### src/rtl/keypad_lock_ctrl_if.sv
// keypad_lock_ctrl_if
// Key-press channel between the 4x4 keypad scanner and the lock controller.
//   key_valid : one-cycle pulse, a new key has been pressed
//   key_code  : 4-bit key value, meaningful only while key_valid=1
// The scanner drives the channel through the master modport; the lock
// controller consumes it through the slave modport.
interface keypad_lock_ctrl_if;
    logic       key_valid;
    logic [3:0] key_code;

    modport master (
        output key_valid,
        output key_code
    );

    modport slave (
        input key_valid,
        input key_code
    );
endinterface

### src/rtl/keypad_lock_ctrl.sv
// keypad_lock_ctrl
// Sequencing controller behind the keypad scanner. It assembles a PW_LEN-digit
// entry, checks it against the stored password, and manages the locked,
// unlocked, password-change and lockout (alarm) states.
// Ports:
//   clk          : system clock
//   reset        : asynchronous, active-low reset
//   key_if       : key-press channel from the scanner (slave side)
//   unlocked     : high in UNLOCKED and SET_PW
//   alarm        : high in ALARM
//   entry_digits : digits typed so far, newest in [3:0], unused positions 0
//   entry_cnt    : number of digits currently held (0..PW_LEN)
//   ok_pulse     : one cycle, password accepted or new password stored
//   err_pulse    : one cycle, check failed or short new password rejected
//   state        : LOCKED=0 ENTRY=1 CHECK=2 UNLOCKED=3 SET_PW=4 ALARM=5
module keypad_lock_ctrl #(
    parameter int                  PW_LEN         = 4,
    parameter logic [4*PW_LEN-1:0] DEFAULT_PW     = 16'h1234,
    parameter int                  MAX_TRIES      = 3,
    parameter int                  TIMEOUT_CYCLES = 50000000,
    parameter int                  LOCKOUT_CYCLES = 250000000
) (
    input  logic                  clk,
    input  logic                  reset,
    keypad_lock_ctrl_if.slave     key_if,
    output logic                  unlocked,
    output logic                  alarm,
    output logic [4*PW_LEN-1:0]   entry_digits,
    output logic [3:0]            entry_cnt,
    output logic                  ok_pulse,
    output logic                  err_pulse,
    output logic [2:0]            state
);

    localparam int EW     = 4 * PW_LEN;
    localparam int IDLE_W = $clog2(TIMEOUT_CYCLES + 1);
    localparam int LOCK_W = $clog2(LOCKOUT_CYCLES + 1);

    localparam logic [IDLE_W-1:0] IDLE_LAST = IDLE_W'(TIMEOUT_CYCLES - 1);
    localparam logic [IDLE_W-1:0] IDLE_ONE  = IDLE_W'(1);
    localparam logic [LOCK_W-1:0] LOCK_LAST = LOCK_W'(LOCKOUT_CYCLES - 1);
    localparam logic [LOCK_W-1:0] LOCK_ONE  = LOCK_W'(1);
    localparam logic [3:0]        PW_CNT    = 4'(PW_LEN);
    localparam logic [2:0]        FAIL_MAX  = 3'(MAX_TRIES);

    localparam logic [3:0] KEY_BKSP   = 4'hb;
    localparam logic [3:0] KEY_CLEAR  = 4'hc;
    localparam logic [3:0] KEY_ENTER  = 4'hd;
    localparam logic [3:0] KEY_CHANGE = 4'he;
    localparam logic [3:0] KEY_RELOCK = 4'hf;

    typedef enum logic [2:0] {
        ST_LOCKED   = 3'd0,
        ST_ENTRY    = 3'd1,
        ST_CHECK    = 3'd2,
        ST_UNLOCKED = 3'd3,
        ST_SET_PW   = 3'd4,
        ST_ALARM    = 3'd5
    } state_t;

    state_t            state_r,        state_s;
    logic [EW-1:0]     pw_r,           pw_s;
    logic [EW-1:0]     entry_digits_r, entry_digits_s;
    logic [3:0]        entry_cnt_r,    entry_cnt_s;
    logic [2:0]        fail_cnt_r,     fail_cnt_s;
    logic [IDLE_W-1:0] idle_cnt_r,     idle_cnt_s;
    logic [LOCK_W-1:0] lock_cnt_r,     lock_cnt_s;
    logic              ok_pulse_r,     ok_pulse_s;
    logic              err_pulse_r,    err_pulse_s;

    logic              key_s;
    logic [3:0]        code_s;
    logic              digit_s;
    logic              full_s;
    logic              empty_s;
    logic              timeout_s;
    logic              match_s;
    logic [2:0]        fail_inc_s;
    logic [EW-1:0]     push_digits_s;
    logic [3:0]        push_cnt_s;
    logic [EW-1:0]     bksp_digits_s;
    logic [3:0]        bksp_cnt_s;

    assign key_s      = key_if.key_valid;
    assign code_s     = key_if.key_code;
    assign digit_s    = (code_s <= 4'd9);
    assign full_s     = (entry_cnt_r == PW_CNT);
    assign empty_s    = (entry_cnt_r == 4'd0);
    assign timeout_s  = (idle_cnt_r == IDLE_LAST);
    assign match_s    = full_s && (entry_digits_r == pw_r);
    assign fail_inc_s = fail_cnt_r + 3'd1;

    // A full entry swallows further digits; otherwise shift the new digit in at the bottom.
    assign push_digits_s = full_s  ? entry_digits_r : ((entry_digits_r << 4) | EW'(code_s));
    assign push_cnt_s    = full_s  ? entry_cnt_r    : (entry_cnt_r + 4'd1);
    assign bksp_digits_s = empty_s ? entry_digits_r : (entry_digits_r >> 4);
    assign bksp_cnt_s    = empty_s ? entry_cnt_r    : (entry_cnt_r - 4'd1);

    // Next-state, datapath and pulse decode for the lock sequencer.
    always_comb begin
        state_s        = state_r;
        pw_s           = pw_r;
        entry_digits_s = entry_digits_r;
        entry_cnt_s    = entry_cnt_r;
        fail_cnt_s     = fail_cnt_r;
        lock_cnt_s     = lock_cnt_r;
        ok_pulse_s     = 1'b0;
        err_pulse_s    = 1'b0;

        case (state_r)
            ST_LOCKED: begin
                if (key_s && digit_s) begin
                    entry_digits_s = push_digits_s;
                    entry_cnt_s    = push_cnt_s;
                    state_s        = ST_ENTRY;
                end else begin
                    state_s = ST_LOCKED;
                end
            end

            ST_ENTRY: begin
                if (key_s) begin
                    case (code_s)
                        KEY_BKSP: begin
                            entry_digits_s = bksp_digits_s;
                            entry_cnt_s    = bksp_cnt_s;
                            if (bksp_cnt_s == 4'd0) begin
                                state_s = ST_LOCKED;
                            end else begin
                                state_s = ST_ENTRY;
                            end
                        end
                        KEY_CLEAR: begin
                            entry_digits_s = '0;
                            entry_cnt_s    = 4'd0;
                            state_s        = ST_LOCKED;
                        end
                        KEY_ENTER: begin
                            state_s = ST_CHECK;
                        end
                        default: begin
                            if (digit_s) begin
                                entry_digits_s = push_digits_s;
                                entry_cnt_s    = push_cnt_s;
                            end else begin
                                state_s = ST_ENTRY;
                            end
                        end
                    endcase
                end else if (timeout_s) begin
                    // Abandoned entry; not counted as a failed try.
                    entry_digits_s = '0;
                    entry_cnt_s    = 4'd0;
                    state_s        = ST_LOCKED;
                end else begin
                    state_s = ST_ENTRY;
                end
            end

            ST_CHECK: begin
                // Keys arriving here are dropped; the verdict takes exactly this one cycle.
                entry_digits_s = '0;
                entry_cnt_s    = 4'd0;
                if (match_s) begin
                    ok_pulse_s = 1'b1;
                    fail_cnt_s = 3'd0;
                    state_s    = ST_UNLOCKED;
                end else begin
                    err_pulse_s = 1'b1;
                    fail_cnt_s  = fail_inc_s;
                    if (fail_inc_s == FAIL_MAX) begin
                        lock_cnt_s = LOCK_LAST;
                        state_s    = ST_ALARM;
                    end else begin
                        state_s = ST_LOCKED;
                    end
                end
            end

            ST_UNLOCKED: begin
                if (key_s && (code_s == KEY_RELOCK)) begin
                    state_s = ST_LOCKED;
                end else if (key_s && (code_s == KEY_CHANGE)) begin
                    entry_digits_s = '0;
                    entry_cnt_s    = 4'd0;
                    state_s        = ST_SET_PW;
                end else begin
                    state_s = ST_UNLOCKED;
                end
            end

            ST_SET_PW: begin
                if (key_s) begin
                    case (code_s)
                        KEY_BKSP: begin
                            entry_digits_s = bksp_digits_s;
                            entry_cnt_s    = bksp_cnt_s;
                        end
                        KEY_CLEAR: begin
                            entry_digits_s = '0;
                            entry_cnt_s    = 4'd0;
                        end
                        KEY_ENTER: begin
                            entry_digits_s = '0;
                            entry_cnt_s    = 4'd0;
                            if (full_s) begin
                                pw_s       = entry_digits_r;
                                ok_pulse_s = 1'b1;
                                state_s    = ST_UNLOCKED;
                            end else begin
                                err_pulse_s = 1'b1;
                                state_s     = ST_SET_PW;
                            end
                        end
                        KEY_RELOCK: begin
                            entry_digits_s = '0;
                            entry_cnt_s    = 4'd0;
                            state_s        = ST_UNLOCKED;
                        end
                        default: begin
                            if (digit_s) begin
                                entry_digits_s = push_digits_s;
                                entry_cnt_s    = push_cnt_s;
                            end else begin
                                state_s = ST_SET_PW;
                            end
                        end
                    endcase
                end else if (timeout_s) begin
                    entry_digits_s = '0;
                    entry_cnt_s    = 4'd0;
                    state_s        = ST_UNLOCKED;
                end else begin
                    state_s = ST_SET_PW;
                end
            end

            ST_ALARM: begin
                // Counter was loaded with LOCKOUT_CYCLES-1, so ALARM spans LOCKOUT_CYCLES cycles.
                if (lock_cnt_r == '0) begin
                    fail_cnt_s = 3'd0;
                    state_s    = ST_LOCKED;
                end else begin
                    lock_cnt_s = lock_cnt_r - LOCK_ONE;
                end
            end

            default: begin
                entry_digits_s = '0;
                entry_cnt_s    = 4'd0;
                state_s        = ST_LOCKED;
            end
        endcase
    end

    // Idle counter: restarts on any key press or state change, counts only while typing.
    always_comb begin
        idle_cnt_s = '0;
        if (key_s || (state_s != state_r)) begin
            idle_cnt_s = '0;
        end else if ((state_r == ST_ENTRY) || (state_r == ST_SET_PW)) begin
            idle_cnt_s = idle_cnt_r + IDLE_ONE;
        end else begin
            idle_cnt_s = '0;
        end
    end

    // State, password, entry, counters and pulse registers.
    always_ff @(posedge clk or negedge reset) begin
        if (!reset) begin
            state_r        <= ST_LOCKED;
            pw_r           <= DEFAULT_PW;
            entry_digits_r <= '0;
            entry_cnt_r    <= 4'd0;
            fail_cnt_r     <= 3'd0;
            idle_cnt_r     <= '0;
            lock_cnt_r     <= '0;
            ok_pulse_r     <= 1'b0;
            err_pulse_r    <= 1'b0;
        end else begin
            state_r        <= state_s;
            pw_r           <= pw_s;
            entry_digits_r <= entry_digits_s;
            entry_cnt_r    <= entry_cnt_s;
            fail_cnt_r     <= fail_cnt_s;
            idle_cnt_r     <= idle_cnt_s;
            lock_cnt_r     <= lock_cnt_s;
            ok_pulse_r     <= ok_pulse_s;
            err_pulse_r    <= err_pulse_s;
        end
    end

    assign state        = state_r;
    assign unlocked     = (state_r == ST_UNLOCKED) || (state_r == ST_SET_PW);
    assign alarm        = (state_r == ST_ALARM);
    assign entry_digits = entry_digits_r;
    assign entry_cnt    = entry_cnt_r;
    assign ok_pulse     = ok_pulse_r;
    assign err_pulse    = err_pulse_r;

endmodule

### src/flat_wrapper.sv
// flat-port wrapper written by rule: the top's interface ports become plain ports
module keypad_lock_ctrl_flat 
#(
    parameter int                  PW_LEN         = 4,
    parameter logic [4*PW_LEN-1:0] DEFAULT_PW     = 16'h1234,
    parameter int                  MAX_TRIES      = 3,
    parameter int                  TIMEOUT_CYCLES = 50000000,
    parameter int                  LOCKOUT_CYCLES = 250000000
)
  (clk, reset, unlocked, alarm, entry_digits, entry_cnt, ok_pulse, err_pulse, state, key_if_key_valid, key_if_key_code);
  keypad_lock_ctrl_if key_if_i ();
  input  logic clk;
  input  logic reset;
  output logic unlocked;
  output logic alarm;
  output logic [4*PW_LEN-1:0] entry_digits;
  output logic [3:0] entry_cnt;
  output logic ok_pulse;
  output logic err_pulse;
  output logic [2:0] state;
  input wire logic [$bits(key_if_i.key_valid)-1:0] key_if_key_valid;
  input wire logic [$bits(key_if_i.key_code)-1:0] key_if_key_code;
  assign key_if_i.key_valid = key_if_key_valid;
  assign key_if_i.key_code = key_if_key_code;
  keypad_lock_ctrl #(.PW_LEN(PW_LEN), .DEFAULT_PW(DEFAULT_PW), .MAX_TRIES(MAX_TRIES), .TIMEOUT_CYCLES(TIMEOUT_CYCLES), .LOCKOUT_CYCLES(LOCKOUT_CYCLES)) u_core (.clk(clk), .reset(reset), .key_if(key_if_i), .unlocked(unlocked), .alarm(alarm), .entry_digits(entry_digits), .entry_cnt(entry_cnt), .ok_pulse(ok_pulse), .err_pulse(err_pulse), .state(state));
endmodule
### config.mk
export PLATFORM = sky130hd
export DESIGN_NAME = keypad_lock_ctrl_flat
export DESIGN_NICKNAME = d
export VERILOG_FILES = /design/src/rtl/keypad_lock_ctrl_if.sv /design/src/rtl/keypad_lock_ctrl.sv /design/src/flat_wrapper.sv
export SDC_FILE = /design/constraint.sdc
export NUM_CORES = 1
export LEC_CHECK = 0
export ABC_AREA = 1
export BUFFER_PORTS_ARGS = -buffer_cell sky130_fd_sc_hd__buf_2
export CAP_MARGIN = 30
export CORE_MARGIN = 3
export CORE_UTILIZATION = 40
export CTS_BUF_LIST = sky130_fd_sc_hd__clkbuf_4 sky130_fd_sc_hd__clkbuf_8
export CTS_CLUSTER_SIZE = 14
export DETAILED_ROUTE_END_ITERATION = 8
export PLACE_DENSITY = 0.58
export SYNTH_ARGS = -nofsm -noshare
export SYNTH_HDL_FRONTEND = slang
export SYNTH_SLANG_ARGS = --single-unit
### constraint.sdc
create_clock -name clk -period 6.6 [get_ports clk]
set_input_delay 0.66 -clock clk [delete_from_list [all_inputs] [get_ports clk]]
set_output_delay 0.66 -clock clk [all_outputs]
set_load 0.01 [all_outputs]
* Word-level counts from Yosys, hierarchy flattened *
Cells that the tools add are included.
W data, S select, Z words.

cells by class
  shift operators = 0
  magnitude comparators = 1
  muxes and demuxes = 60
  equal/unequal tests = 23
  $mul = 0
  div/mod/pow operators = 0
  bitwise gates (word level) = 2
  $add $sub $neg = 5
  reduce and logical (&&, ||, !) cells = 18

operators with widths
  cell                     number
  $mux W16                 9
  $mux W28                 3
  $pmux W16 S5             1
  $pmux W28 S2             1
  $mux W26                 2
  $pmux W16 S3             1
  $mux W3                  13
  $mux W4                  9
  $pmux W16 S2             1
  $logic_not A28 Y1        1
  $sub A28 B1 Y28 const B  1
  $add A26 B1 Y26 const B  1
  $eq A26 B26 Y1 const B   1
  $eq A4 B4 Y1 const B     5
  $pmux W4 S5              1
  $pmux W3 S3              2
  $pmux W3 S6              1
  $eq A16 B16 Y1           1
  $or A16 B4 Y16           1
  $pmux W4 S3              1
  $mux W1                  11
  $eq A3 B2 Y1 const B     3
  $logic_not A4 Y1         2
  $ne A2 B1 Y1 const B     4
  23 further kinds         33

storage, ports and cells
  input bits = 7
  memories kept = 0
  bits in latches = 0
  memory bits (read-only) = 0
  logic and storage cells = 118
  output and inout port bits = 27
  RAM bits = 0
  register bits = 98

* Longest topological paths before layout *
Gate-level depths: netlist of the first run.

  depth after elaboration = 10
  mapped depth = 18
  depth with buffers taken out = 17

* Worst setup path before layout of the first run *
OpenSTA, ideal clock, no wires.

  path kind = reg2reg
  start point = register u_core.entry_cnt_r[0] (netlist: u_core.entry_cnt[0])
  end point = register u_core.idle_cnt_r[13]
  clock period less this slack = 2.134 ns
  slack = 4.466 ns
  library setup time = 0.128 ns
  arrival time = 2.006 ns
  required time = 6.472 ns
  buffers on the path = 1
  stages on the path, launching flop included = 15
  cells stage by stage = dfrtp_1 inv_1 ha_1 nand3_2 a21oi_1 nand2_1 nor2_1 nand3_1 nand2_1 nand4_1 nand2_1 nor2_2 nand2_4 buf_12 nor2_4

on the way
  cells in the longest elaborated chain, start to end = 10
  elaborated cells between the ends (all ways) = 17
  classes of those cells = 1 x add/sub; 2 x eq/ne; 10 x mux; 4 x reduce/logical

RTL lines
  element                                            RTL line                                        source
  start, declared                                    keypad_lock_ctrl.sv:64                          logic [3:0] entry_cnt_r, entry_cnt_s;
  start signal, assigned                             keypad_lock_ctrl.sv:284                         entry_cnt_r <= entry_cnt_s;
  $sub A4 B1 Y4 or $logic_not A4 Y1 (tied branches)  keypad_lock_ctrl.sv:97, keypad_lock_ctrl.sv:88
  $mux W4                                            keypad_lock_ctrl.sv:97                          assign bksp_cnt_s = empty_s ? entry_cnt_r : (entry_cnt_r - 4'd1);
  $logic_not A4 Y1                                   keypad_lock_ctrl.sv:127                         if (bksp_cnt_s == 4'd0) begin
  $mux W1                                            keypad_lock_ctrl.sv:127
  $pmux W3 S3                                        keypad_lock_ctrl.sv:123                         case (code_s)
  $mux W3                                            keypad_lock_ctrl.sv:122                         if (key_s) begin
  $pmux W3 S6 (*)                                    keypad_lock_ctrl.sv:110                         case (state_r)
  $ne A3 B3 Y1 (*)                                   keypad_lock_ctrl.sv:259                         if (key_s || (state_s != state_r)) begin
  $logic_or A1 B1 Y1 (*)                             keypad_lock_ctrl.sv:259
  $mux W26 (*)                                       keypad_lock_ctrl.sv:259
  net u_core.idle_cnt_s[13]                          keypad_lock_ctrl.sv:66                          logic [IDLE_W-1:0] idle_cnt_r, idle_cnt_s;
  end signal, assigned                               keypad_lock_ctrl.sv:286                         idle_cnt_r <= idle_cnt_s;
  end, declared                                      keypad_lock_ctrl.sv:66

The timed path passes the listed nets; every way through them passes the cells marked *.
A chain may end at the register's enable or synchronous reset.

* Worst setup path after layout of the first run *
  start point = register u_core.entry_cnt_r[0] (netlist: u_core.entry_cnt[0])
  end point = register u_core.idle_cnt_r[4]

The elaborated chain is that of the path after synthesis.

==> run_results.csv, run 1 <==
group,metric,value,unit
outcome,outcome,"finished, final reports clean",
logic_synthesis,synth-warning-count,0,
logic_synthesis,ys_types,48,
routing,vias,5910,
global_routing,grt_start_max_net_pins,64,
floorplan,start_util,41.1,%
timing,period_share,48.2,%
floorplan,die_area,18000,µm²
timing,fmax,0.314,GHz
cts,cts_num_sinks,98,
cts,cts_resized,0,
logic_synthesis,syn_inst,916,
logic_synthesis,ys_seq_elements,98,
critical_path,ff2ff_setup_slack,3.42,ns
logic_synthesis,async_flop_share,100,%
cts,tritoncts,"built",
critical_path,crit_required,6.86,ns
logic_synthesis,ys_seq_area_share,37.3,%
cells_and_area,fin_nets,955,
power_and_ir_drop,irDropWorstVdd,0.168,mV
critical_path,cp_max_fo,26,
run,cap_violations,0,
critical_path,rr_worst_depth,13,
cts,post_cts.repair.setup_buffers,0,
critical_path,worstPathCellList,"inv_1, ha_1, nand3_2, a21oi_1, nand2_1, nor2_1, nand3_1, nand2_1, nand4_1, nand2_1, nor2_2, nand2_4, nor2_1",
timing,timing.setup.tns,0,ns
timing,setup_viol_count_final,0,
routing,wl,17100,µm
critical_path,crit_top_cell,"nand2_1",
routing,viasPerCell,5.08,
place,dpl_cell_area,6930,µm²
cts,cts.clk_slew.worst_paths,0.11,ns
floorplan,die_x,134,µm
cells_and_area,synthToLayoutAreaGrowth,8.02,%
cells_and_area,final_area,7110,µm²
timing,rsz0062_at_grt,"false",
cts,clk_latency,0.40,ns
cells_and_area,fin_util,44.4,%
timing,final_hold_viol_count,0,
logic_synthesis,synth_ff_type,"dfrtp_1",
power_and_ir_drop,leakagePower,3.34,nW
critical_path,critical-path-slowest-cell,"dfrtp_1",
power_and_ir_drop,power,0.00242,W
critical_path,critPathMaxStageDelay,0.48,ns
routing,firstDrtPassIters,5,
global_routing,antenna_found_initial,0,
critical_path,cp.arrival,3.45,ns
cells_and_area,diodes,0,
power_and_ir_drop,power.density,341,nW/µm²
routing,remaining_drc_errors,0,
floorplan,num_io_pins,34,
cells_and_area,multi_input_area,3560,µm²
cells_and_area,seq_area,2460,µm²
cts,cts_made_buffers,9,
logic_synthesis,synth_nets,929,
timing,fin_skew,0.0165,ns
cts,cts_max_level,3,
global_routing,first_global_vias,5777,
cts,clk_path_buf_depth,2,
routing,drt_iter0_drc,297,
cells_and_area,drive_above_1_share,13.9,%
timing,min_period,3.18,ns
critical_path,reg2reg_from,"u_core.entry_cnt[0]",
timing,worst_pin_slew,0.837,ns
place,gp_congestion,0.868,
worst_hold_path,hold_path_class,"input pin to asynchronous set/reset pin",
logic_synthesis,synth_edf_count,0,
place,portBuffers,33,
cells_and_area,fillers,1728,
floorplan,die_h,134,µm
global_routing,grt_pass1_wl,29300,µm
cts,root_buffer,"clkbuf_8",
global_routing,grt_overflow,0,
global_routing,grt_usage,20.1,%
cts,holdBufCountCts,0,
critical_path,r2r_end,"u_core.idle_cnt_r[4]",
floorplan,num_rows,46,
timing,final_max_slew_viol_count,0,
critical_path,timing_worst_setup_path_type,"flop to flop",
routing,routedWlPerCell,14.7,µm
logic_synthesis,syn_area,6580,µm²
place,dp_hpwl,12700,µm
critical_path,critPathLaunchType,"flop",
timing,slew_headroom,44.2,%
floorplan,core_area,16000,µm²
critical_path,endpoint_kind,"flop",
routing,final_antenna_net_count,0,
logic_synthesis,syn_avg_cell_area,7.19,µm²
## routing by layer
layer / share of wire, % / GRT usage, % / wire length (µm)
met5: 0 / 0 / 0
met4: 1.7 / 6.05 / 297
met2: 47 / 32.9 / 7970
met3: 3.6 / 3.00 / 615
met1: 48 / 27.5 / 8200
## where the power goes
group          switching (W)  leakage (nW)  internal, W
combinational       0.000836          1.92     0.000388
sequential          0.000114          1.33     0.000689
clock               0.000252        0.0912     0.000145
total                0.00120          3.34      0.00122
## cells in the final DEF (no fill, tap or decap), types with 2 or more instances in the layout
| master | instances |
|---|---|
| nand3_1 | 60 |
| nand4_1 | 24 |
| or2_2 | 8 |
| o21ai_0 | 78 |
| inv_4 | 2 |
| nand2_2 | 11 |
| nor2_2 | 6 |
| nor2_4 | 24 |
| o221ai_1 | 2 |
| o22ai_1 | 5 |
| buf_2 | 32 |
| inv_1 | 100 |
| inv_8 | 3 |
| o211ai_1 | 8 |
| clkinvlp_4 | 2 |
| o32ai_1 | 10 |
| nor2_1 | 105 |
| nor3_1 | 13 |
| o31ai_1 | 6 |
| nor4_1 | 9 |
| nor3_2 | 2 |
| inv_2 | 10 |
| nand2_1 | 243 |
| a21oi_1 | 17 |
| nand4_2 | 2 |
| dfrtp_1 | 93 |
| xnor2_1 | 5 |
| nand3_2 | 5 |
| dfstp_2 | 5 |
| clkbuf_8 | 9 |
| ha_1 | 6 |
| xor2_1 | 17 |
| o21ai_1 | 4 |
| buf_4 | 3 |
| nand3b_1 | 2 |
## synthesized netlist by cell type, types with 2 or more instances
cell type / number / area, µm²
o32ai_1: 10 / 87.6
o21ai_1: 4 / 20.0
buf_6: 2 / 22.5
buf_2: 7 / 35.0
clkbuf_1: 9 / 33.8
ha_1: 6 / 75.1
inv_1: 100 / 375
o221ai_1: 2 / 17.5
nand2_1: 243 / 912
dfrtp_1: 93 / 2330
nor2_4: 24 / 270
xnor2_1: 5 / 43.8
o21ai_0: 78 / 390
nand3_2: 5 / 50.1
nand3b_1: 2 / 15.0
nor2_2: 6 / 37.5
buf_12: 2 / 40.0
o22ai_1: 5 / 31.3
or2_2: 8 / 50.1
inv_4: 2 / 12.5
nor4_1: 9 / 56.3
inv_2: 10 / 37.5
nand2_2: 11 / 68.8
nor3_2: 2 / 20.0
nor3_1: 13 / 65.1
a21oi_1: 17 / 85.1
o31ai_1: 6 / 45.0
nor2_1: 105 / 394
nand4_1: 24 / 150
nand3_1: 60 / 300
o211ai_1: 8 / 60.1
xor2_1: 17 / 149
dfstp_2: 5 / 131
nand4_2: 2 / 25.0
## metrics by stage
step                      setup slack (ns)  hold slack, ns  instances
final                                 3.42           0.233       1163
after global routing                  3.05           0.251       1163
after CTS                             3.41           0.236       1163
after global placement                3.54           0.486       1145
after floorplan                       4.47           0.364        916
after detailed placement              3.45           0.489       1147
## layout make-up
| cell class | instances | share of cell area (%) |
|---|---|---|
| Clock buffer | 9 | 1.74 |
| Clock inverter | 7 | 0.880 |
| Inverter | 112 | 5.98 |
| Sequential cell | 98 | 34.6 |
| Tap cell | 216 | 3.80 |
| Timing Repair Buffer | 36 | 2.96 |
| Multi-Input combinational cell | 685 | 50.1 |
## worst max-delay path by stage
stage | start | end | slack, ns | depth (start not counted)
after detailed placement | u_core.entry_cnt[0] | u_core.idle_cnt_r[0] | 3.45 | 13
after floorplan | u_core.entry_cnt[0] | u_core.idle_cnt_r[13] | 4.47 | 14
after CTS | u_core.entry_cnt[0] | u_core.idle_cnt_r[0] | 3.41 | 13
after global placement | u_core.state[0] | u_core.entry_digits[13] | 3.54 | 9
final | u_core.entry_cnt[0] | u_core.idle_cnt_r[4] | 3.42 | 13
after global routing | u_core.entry_cnt[0] | u_core.idle_cnt_r[1] | 3.05 | 13
## cells by family (layout without fill, tap and decap cells)
family | count (synthesis) | after routing | share of synthesized area (%)
compound gates | 136 | 136 | 12.0
xor+xnor | 22 | 22 | 2.93
buf+inv | 133 | 164 | 8.57
flops | 98 | 98 | 37.3
simple gates | 521 | 521 | 38.0
fa+ha+maj | 6 | 6 | 1.14
## state kept, by name, indices dropped and copies added (netlist names)
| signal | count |
|---|---|
| u_core.pw_r | 16 |
| u_core.entry_digits | 16 |
| u_core.fail_cnt_r | 3 |
| u_core.state | 3 |
| u_core.ok_pulse | 1 |
| u_core.lock_cnt_r | 28 |
| u_core.err_pulse | 1 |
| u_core.entry_cnt | 4 |
| u_core.idle_cnt_r | 26 |
## worst max-delay path: cells and delay by family, from the launching register on
kind,cells,cell delay [ns]
AOI/OAI and AO/OA,1,0.26
adders and majority gates,1,0.29
buffers and inverters,1,0.13
DFF,1,0.48
and+or+nand+nor,10,1.87
No activity file was read; power rests on OpenSTA's default activity.
==> run 2: changes to the inputs <==
--- a/config.mk
+++ b/config.mk
@@ -13,7 +13,7 @@
 export CTS_BUF_LIST = sky130_fd_sc_hd__clkbuf_4 sky130_fd_sc_hd__clkbuf_8
 export CTS_CLUSTER_SIZE = 14
 export DETAILED_ROUTE_END_ITERATION = 8
-export PLACE_DENSITY = 0.58
+export PLACE_DENSITY = 0.6
 export SYNTH_ARGS = -nofsm -noshare
 export SYNTH_HDL_FRONTEND = slang
 export SYNTH_SLANG_ARGS = --single-unit
==> constraint.sdc (replaced) <==
create_clock -name clk -period 2.75 [get_ports clk]
set_input_delay 0.275 -clock clk [delete_from_list [all_inputs] [get_ports clk]]
set_output_delay 0.275 -clock clk [all_outputs]
set_load 0.01 [all_outputs]
==> run_results.csv, run 2 (synthesized netlist as in run 1, its figures left out) <==
group,metric,value,unit
outcome,outcome,"finished, final reports clean",
critical_path,cp_max_fo,11,
timing,min_period,2.42,ns
global_routing,grt_start_max_net_pins,69,
cells_and_area,final_cell_mix,"243 x nand2_1, 105 x nor2_1, 100 x inv_1, 93 x dfrtp_1, 78 x o21ai_0",
cells_and_area,fillers,1686,
cells_and_area,diodes,0,
cells_and_area,largest_registers,"u_core.lock_cnt_r (28), u_core.idle_cnt_r (26)",
cts,cts.clk_slew.worst_paths,0.10,ns
global_routing,grt_usage,19.3,%
timing,worst_pin_slew,0.535,ns
cts,holdBufCountCts,1,
cts,cts_made_buffers,9,
cts,clk_path_buf_depth,2,
routing,wl,16700,µm
cells_and_area,final_area,7230,µm²
power_and_ir_drop,irDropWorstVdd,0.428,mV
routing,viasPerCell,5.14,
cts,cts_max_level,3,
routing,final_antenna_net_count,0,
worst_hold_path,hold_path_class,"input pin to flop",
routing,vias,6034,
cts,cts_resized,0,
cells_and_area,drive_above_1_share,14.8,%
place,portBuffers,33,
timing,final_max_slew_viol_count,0,
power_and_ir_drop,leakagePower,3.42,nW
critical_path,crit_family,"simple AND/OR/NAND/NOR gates",
timing,rsz0062_at_grt,"false",
cells_and_area,synthToLayoutAreaGrowth,9.88,%
routing,routedWlPerCell,14.3,µm
floorplan,num_io_pins,34,
critical_path,critical-path-slowest-cell,"dfrtp_1",
timing,fin_skew,0.0135,ns
critical_path,critPathLaunchType,"flop",
routing,remaining_drc_errors,0,
critical_path,crit_required,3.01,ns
global_routing,antenna_found_initial,0,
critical_path,critPathMaxStageDelay,0.39,ns
cells_and_area,layout_commonest_cell,"nand2_1",
global_routing,grt_pass1_wl,28600,µm
cts,root_buffer,"clkbuf_8",
cells_and_area,fin_nets,966,
critical_path,endpoint_kind,"flop",
critical_path,ff2ff_setup_slack,0.33,ns
place,gp_congestion,0.881,
cts,cts_num_sinks,98,
power_and_ir_drop,power.density,824,nW/µm²
routing,drt_iter0_drc,362,
cts,clk_latency,0.39,ns
floorplan,die_h,134,µm
cts,post_cts.repair.setup_buffers,0,
timing,final_hold_viol_count,0,
floorplan,start_util,41.1,%
place,dp_hpwl,12600,µm
critical_path,crit_buf_inv,2,
global_routing,grt_overflow,0,
place,dpl_cell_area,7020,µm²
critical_path,worstPathCellList,"inv_1, ha_1, nand3_2, a21oi_1, nand2_1, nor2_1, nand4_2, nand3_2, nor2_4, nand3_1, nand2_2, nand2_4, buf_12, nor2_4",
floorplan,die_area,18000,µm²
global_routing,first_global_vias,5813,
routing,firstDrtPassIters,7,
power_and_ir_drop,power,0.00596,W
run,cap_violations,0,
floorplan,die_x,134,µm
floorplan,num_rows,46,
cts,tritoncts,"built",
timing,setup_viol_count_final,0,
cells_and_area,top_register,"u_core.lock_cnt_r",
timing,slew_headroom,64.2,%
floorplan,core_area,16000,µm²
timing,fmax,0.412,GHz
critical_path,timing_worst_setup_path_type,"flop to flop",
critical_path,cp.arrival,2.69,ns
timing,period_share,88.2,%
cells_and_area,largest_reg_flops,28,
timing,timing.setup.tns,0,ns
-- run 2: changes by cell type in the layout (fill, tap and decap cells not counted) --
cell           before  now
dlygate4sd3_1       0    1
bufinv_16           0    1
inv_6               0    1
clkinv_4            1    2
buf_12              0    3
clkbuf_4            0    1
buf_16              1    0
inv_8               3    0
buf_4               3   11
clkinvlp_4          2    0
clkbuf_8            9   10
-- run 2: layout make-up --
type                       instances  area [µm²]  area share (%)
multi-input combinational        685        3560            49.2
tap                              216         270            3.74
inverter                         112         425            5.88
timing repair buffer              47         313            4.32
clock buffer                      11         145            2.01
clock inverter                     5        61.3           0.847
sequential                        98        2460            34.0
-- run 2: through the flow --
stage | setup WS (ns) | instances | utilization [%] | hold WS [ns]
2_1_floorplan | 0.616 | 916 | - | -0.0206
3_3_place_gp | 0.400 | 1157 | 43.9 | 0.248
3_5_place_dp | 0.346 | 1157 | 43.9 | 0.252
4_1_cts | 0.310 | 1174 | 45.2 | 0.292
5_1_grt | 0.0425 | 1174 | 45.2 | 0.316
6_report | 0.326 | 1174 | 45.2 | 0.311
-- run 2: metal layers --
layer	share of wire (%)	track usage [%]	vias up
met5	0	0	-
met4	1.4	5.54	0
met3	3.5	3.08	23
met2	49	33.2	124
met1	46	25.2	2804
li1	-	-	3083
-- run 2: report_power, final --
part | switching (W) | total (W) | internal (W) | leakage [nW]
logic | 0.00203 | 0.00305 | 0.00103 | 1.98
clock network | 0.000537 | 0.000998 | 0.000461 | 0.107
registers | 0.000252 | 0.00191 | 0.00165 | 1.33
-- run 2: final timing paths --
check	start	to	cells past startpoint
max	u_core.entry_cnt[1]	u_core.idle_cnt_r[15]	14
min	key_if_key_valid	u_core.entry_cnt[3]	3
max reg2reg	u_core.entry_cnt[1]	u_core.idle_cnt_r[15]	14
min reg2reg	u_core.pw_r[2]	u_core.pw_r[2]	2
max in group asynchronous	reset	u_core.pw_r[2]	3
min in group asynchronous	reset	u_core.idle_cnt_r[6]	2
-- run 2: worst register-to-register path, cell delays in order, from the launching register on --
cell     delay (ns)
dfrtp_1        0.39
inv_1          0.10
ha_1           0.29
nand3_2        0.18
a21oi_1        0.21
nand2_1        0.08
nor2_1         0.13
nand4_2        0.15
nand3_2        0.13
nor2_4         0.04
nand3_1        0.08
nand2_2        0.07
nand2_4        0.19
buf_12         0.21
nor2_4         0.04
==> run 3: changes to the inputs <==
--- a/config.mk
+++ b/config.mk
@@ -6,7 +6,7 @@
 export NUM_CORES = 1
 export LEC_CHECK = 0
 export ABC_AREA = 1
-export BUFFER_PORTS_ARGS = -buffer_cell sky130_fd_sc_hd__buf_2
+export BUFFER_PORTS_ARGS = -buffer_cell sky130_fd_sc_hd__clkbuf_2
 export CAP_MARGIN = 30
 export CORE_MARGIN = 3
 export CORE_UTILIZATION = 40
==> run_results.csv, run 3 (synthesized netlist as in run 1, its figures left out) <==
group,metric,value,unit
floorplan,core_area,16000,µm²
critical_path,crit_top_cell,"nor2_1",
power_and_ir_drop,power.density,850,nW/µm²
power_and_ir_drop,p_seq_share,31.0,%
timing,rsz0062_at_grt,"false",
routing,viasPerCell,5.15,
outcome,outcome,"finished, final reports clean",
cts,root_buffer,"clkbuf_8",
routing,remaining_drc_errors,0,
place,portBuffers,33,
cells_and_area,final_area,7260,µm²
timing,final_max_slew_viol_count,0,
critical_path,cp_max_fo,19,
power_and_ir_drop,pwr-share-clk,19.7,%
cells_and_area,top_register,"u_core.lock_cnt_r",
global_routing,first_global_vias,5914,
cells_and_area,diodes,0,
cts,clk_latency,0.39,ns
power_and_ir_drop,p_sw_share,46.5,%
timing,setup_viol_count_final,0,
critical_path,crit_buf_inv,2,
global_routing,grt_overflow,0,
timing,timing.setup.tns,0,ns
critical_path,crit_required,3.03,ns
cells_and_area,fillers,1729,
routing,firstDrtPassIters,5,
place,gp_congestion,0.888,
power_and_ir_drop,p_switching,0.00287,W
cts,tritoncts,"built",
critical_path,critPathMaxStageDelay,0.39,ns
power_and_ir_drop,p_int,0.00330,W
cells_and_area,fin_nets,965,
power_and_ir_drop,p_comb_share,49.3,%
timing,slew_headroom,54.2,%
cells_and_area,synthToLayoutAreaGrowth,10.3,%
global_routing,grt_start_max_net_pins,51,
timing,fin_ws,0.325,ns
critical_path,critPathLaunchType,"flop",
cells_and_area,multi_input_area,3560,µm²
timing,min_period,2.43,ns
cts,cts.clk_slew.worst_paths,0.10,ns
critical_path,timing_worst_setup_path_type,"flop to flop",
place,dpl_worst_slack,0.333,ns
timing,period_share,88.2,%
critical_path,crit_family,"simple AND/OR/NAND/NOR gates",
critical_path,cp.arrival,2.71,ns
floorplan,start_util,41.1,%
routing,vias,6045,
cells_and_area,fin_util,45.4,%
routing,final_antenna_net_count,0,
cts,cts_made_buffers,9,
cells_and_area,drive_above_1_share,14.7,%
place,dpl_cell_area,7000,µm²
cells_and_area,largest_registers,"u_core.lock_cnt_r (28), u_core.idle_cnt_r (26)",
global_routing,grt_usage,20.0,%
critical_path,endpoint_kind,"flop",
power_and_ir_drop,irDropWorstVdd,0.437,mV
cells_and_area,final_cell_mix,"243 x nand2_1, 105 x nor2_1, 100 x inv_1, 93 x dfrtp_1, 78 x o21ai_0",
global_routing,antenna_found_initial,0,
timing,final_hold_viol_count,0,
power_and_ir_drop,leakagePower,3.41,nW
floorplan,num_io_pins,34,
routing,routedWlPerCell,14.7,µm
floorplan,die_x,134,µm
floorplan,die_h,134,µm
cells_and_area,layout_commonest_cell,"nand2_1",
timing,fmax,0.412,GHz
cts,post_cts.repair.setup_buffers,0,
floorplan,die_area,18000,µm²
routing,wl,17200,µm
critical_path,critical-path-slowest-cell,"dfrtp_1",
cts,cts_max_level,3,
place,dp_hpwl,12800,µm
cells_and_area,seq_area,2460,µm²
cells_and_area,largest_reg_flops,28,
global_routing,grt_pass1_wl,29200,µm
timing,worst_pin_slew,0.687,ns
timing,fin_skew,0.00760,ns
routing,drt_iter0_drc,426,
floorplan,num_rows,46,
cts,clk_path_buf_depth,2,
run,cap_violations,0,
cts,cts_num_sinks,98,
worst_hold_path,hold_path_class,"input pin to flop",
critical_path,worstPathCellList,"inv_1, ha_1, nand3_2, a21oi_1, nand2_1, nor2_1, nand4_2, nand2_2, inv_2, nand3_1, nor2_1, nor2_1, nand2_1",
run 3: worst register-to-register path: stages (launching register included):
cell     delay [ns]
dfrtp_1        0.39
inv_1          0.11
ha_1           0.29
nand3_2        0.12
a21oi_1        0.23
nand2_1        0.09
nor2_1         0.14
nand4_2        0.17
nand2_2        0.25
inv_2          0.18
nand3_1        0.17
nor2_1         0.06
nor2_1         0.08
nand2_1        0.05
run 3: worst paths after layout:
kind | slack [ns] | startpoint | cells past startpoint | end
min in group asynchronous | 0.47 | reset | 2 | u_core.idle_cnt_r[5]
min reg2reg | 0.51 | u_core.pw_r[2] | 2 | u_core.pw_r[2]
min | 0.32 | key_if_key_code[2] | 5 | u_core.entry_digits[2]
max | 0.32 | u_core.entry_cnt[1] | 13 | u_core.lock_cnt_r[5]
max in group asynchronous | 1.52 | reset | 3 | u_core.pw_r[12]
max reg2reg | 0.32 | u_core.entry_cnt[1] | 13 | u_core.lock_cnt_r[5]
run 3: metal layers:
layer / global-route usage [%] / vias up / share of wire (%)
met4: 7.86 / 0 / 2.8
met3: 2.78 / 37 / 3.8
li1: - / 3068 / -
met5: 0 / - / 0
met2: 33.0 / 147 / 47
met1: 26.5 / 2793 / 46
run 3: per-stage QoR:
step / instances / hold slack, ns / power [W]
floorplan: 916 / -0.0206 / 0.00415
global placement: 1156 / 0.361 / 0.00497
detailed placement: 1156 / 0.367 / 0.00499
CTS: 1173 / 0.304 / 0.00622
global route: 1173 / 0.318 / 0.00671
finish: 1173 / 0.316 / 0.00618
run 3: repair_timing:
item,in CTS,in global routing
resized for setup,0,0
endpoints found under the hold margin,49,0
hold buffers,1,0
run 3: power groups by stage:
stage	registers [W]	clock network [W]	logic (W)
after floorplan	0.00191	0	0.00224
after global placement	0.00194	0	0.00303
after detailed placement	0.00194	0	0.00305
after CTS	0.00191	0.00125	0.00306
after global routing	0.00195	0.00131	0.00344
final	0.00191	0.00122	0.00305
run 3: final cells by class:
class | instances | area share (%)
clock buffer | 11 | 2.00
clock inverter | 5 | 1.52
inverter | 112 | 5.86
multi-input combinational | 685 | 49.0
sequential | 98 | 33.9
tap | 216 | 3.72
timing repair buffer | 46 | 4.03
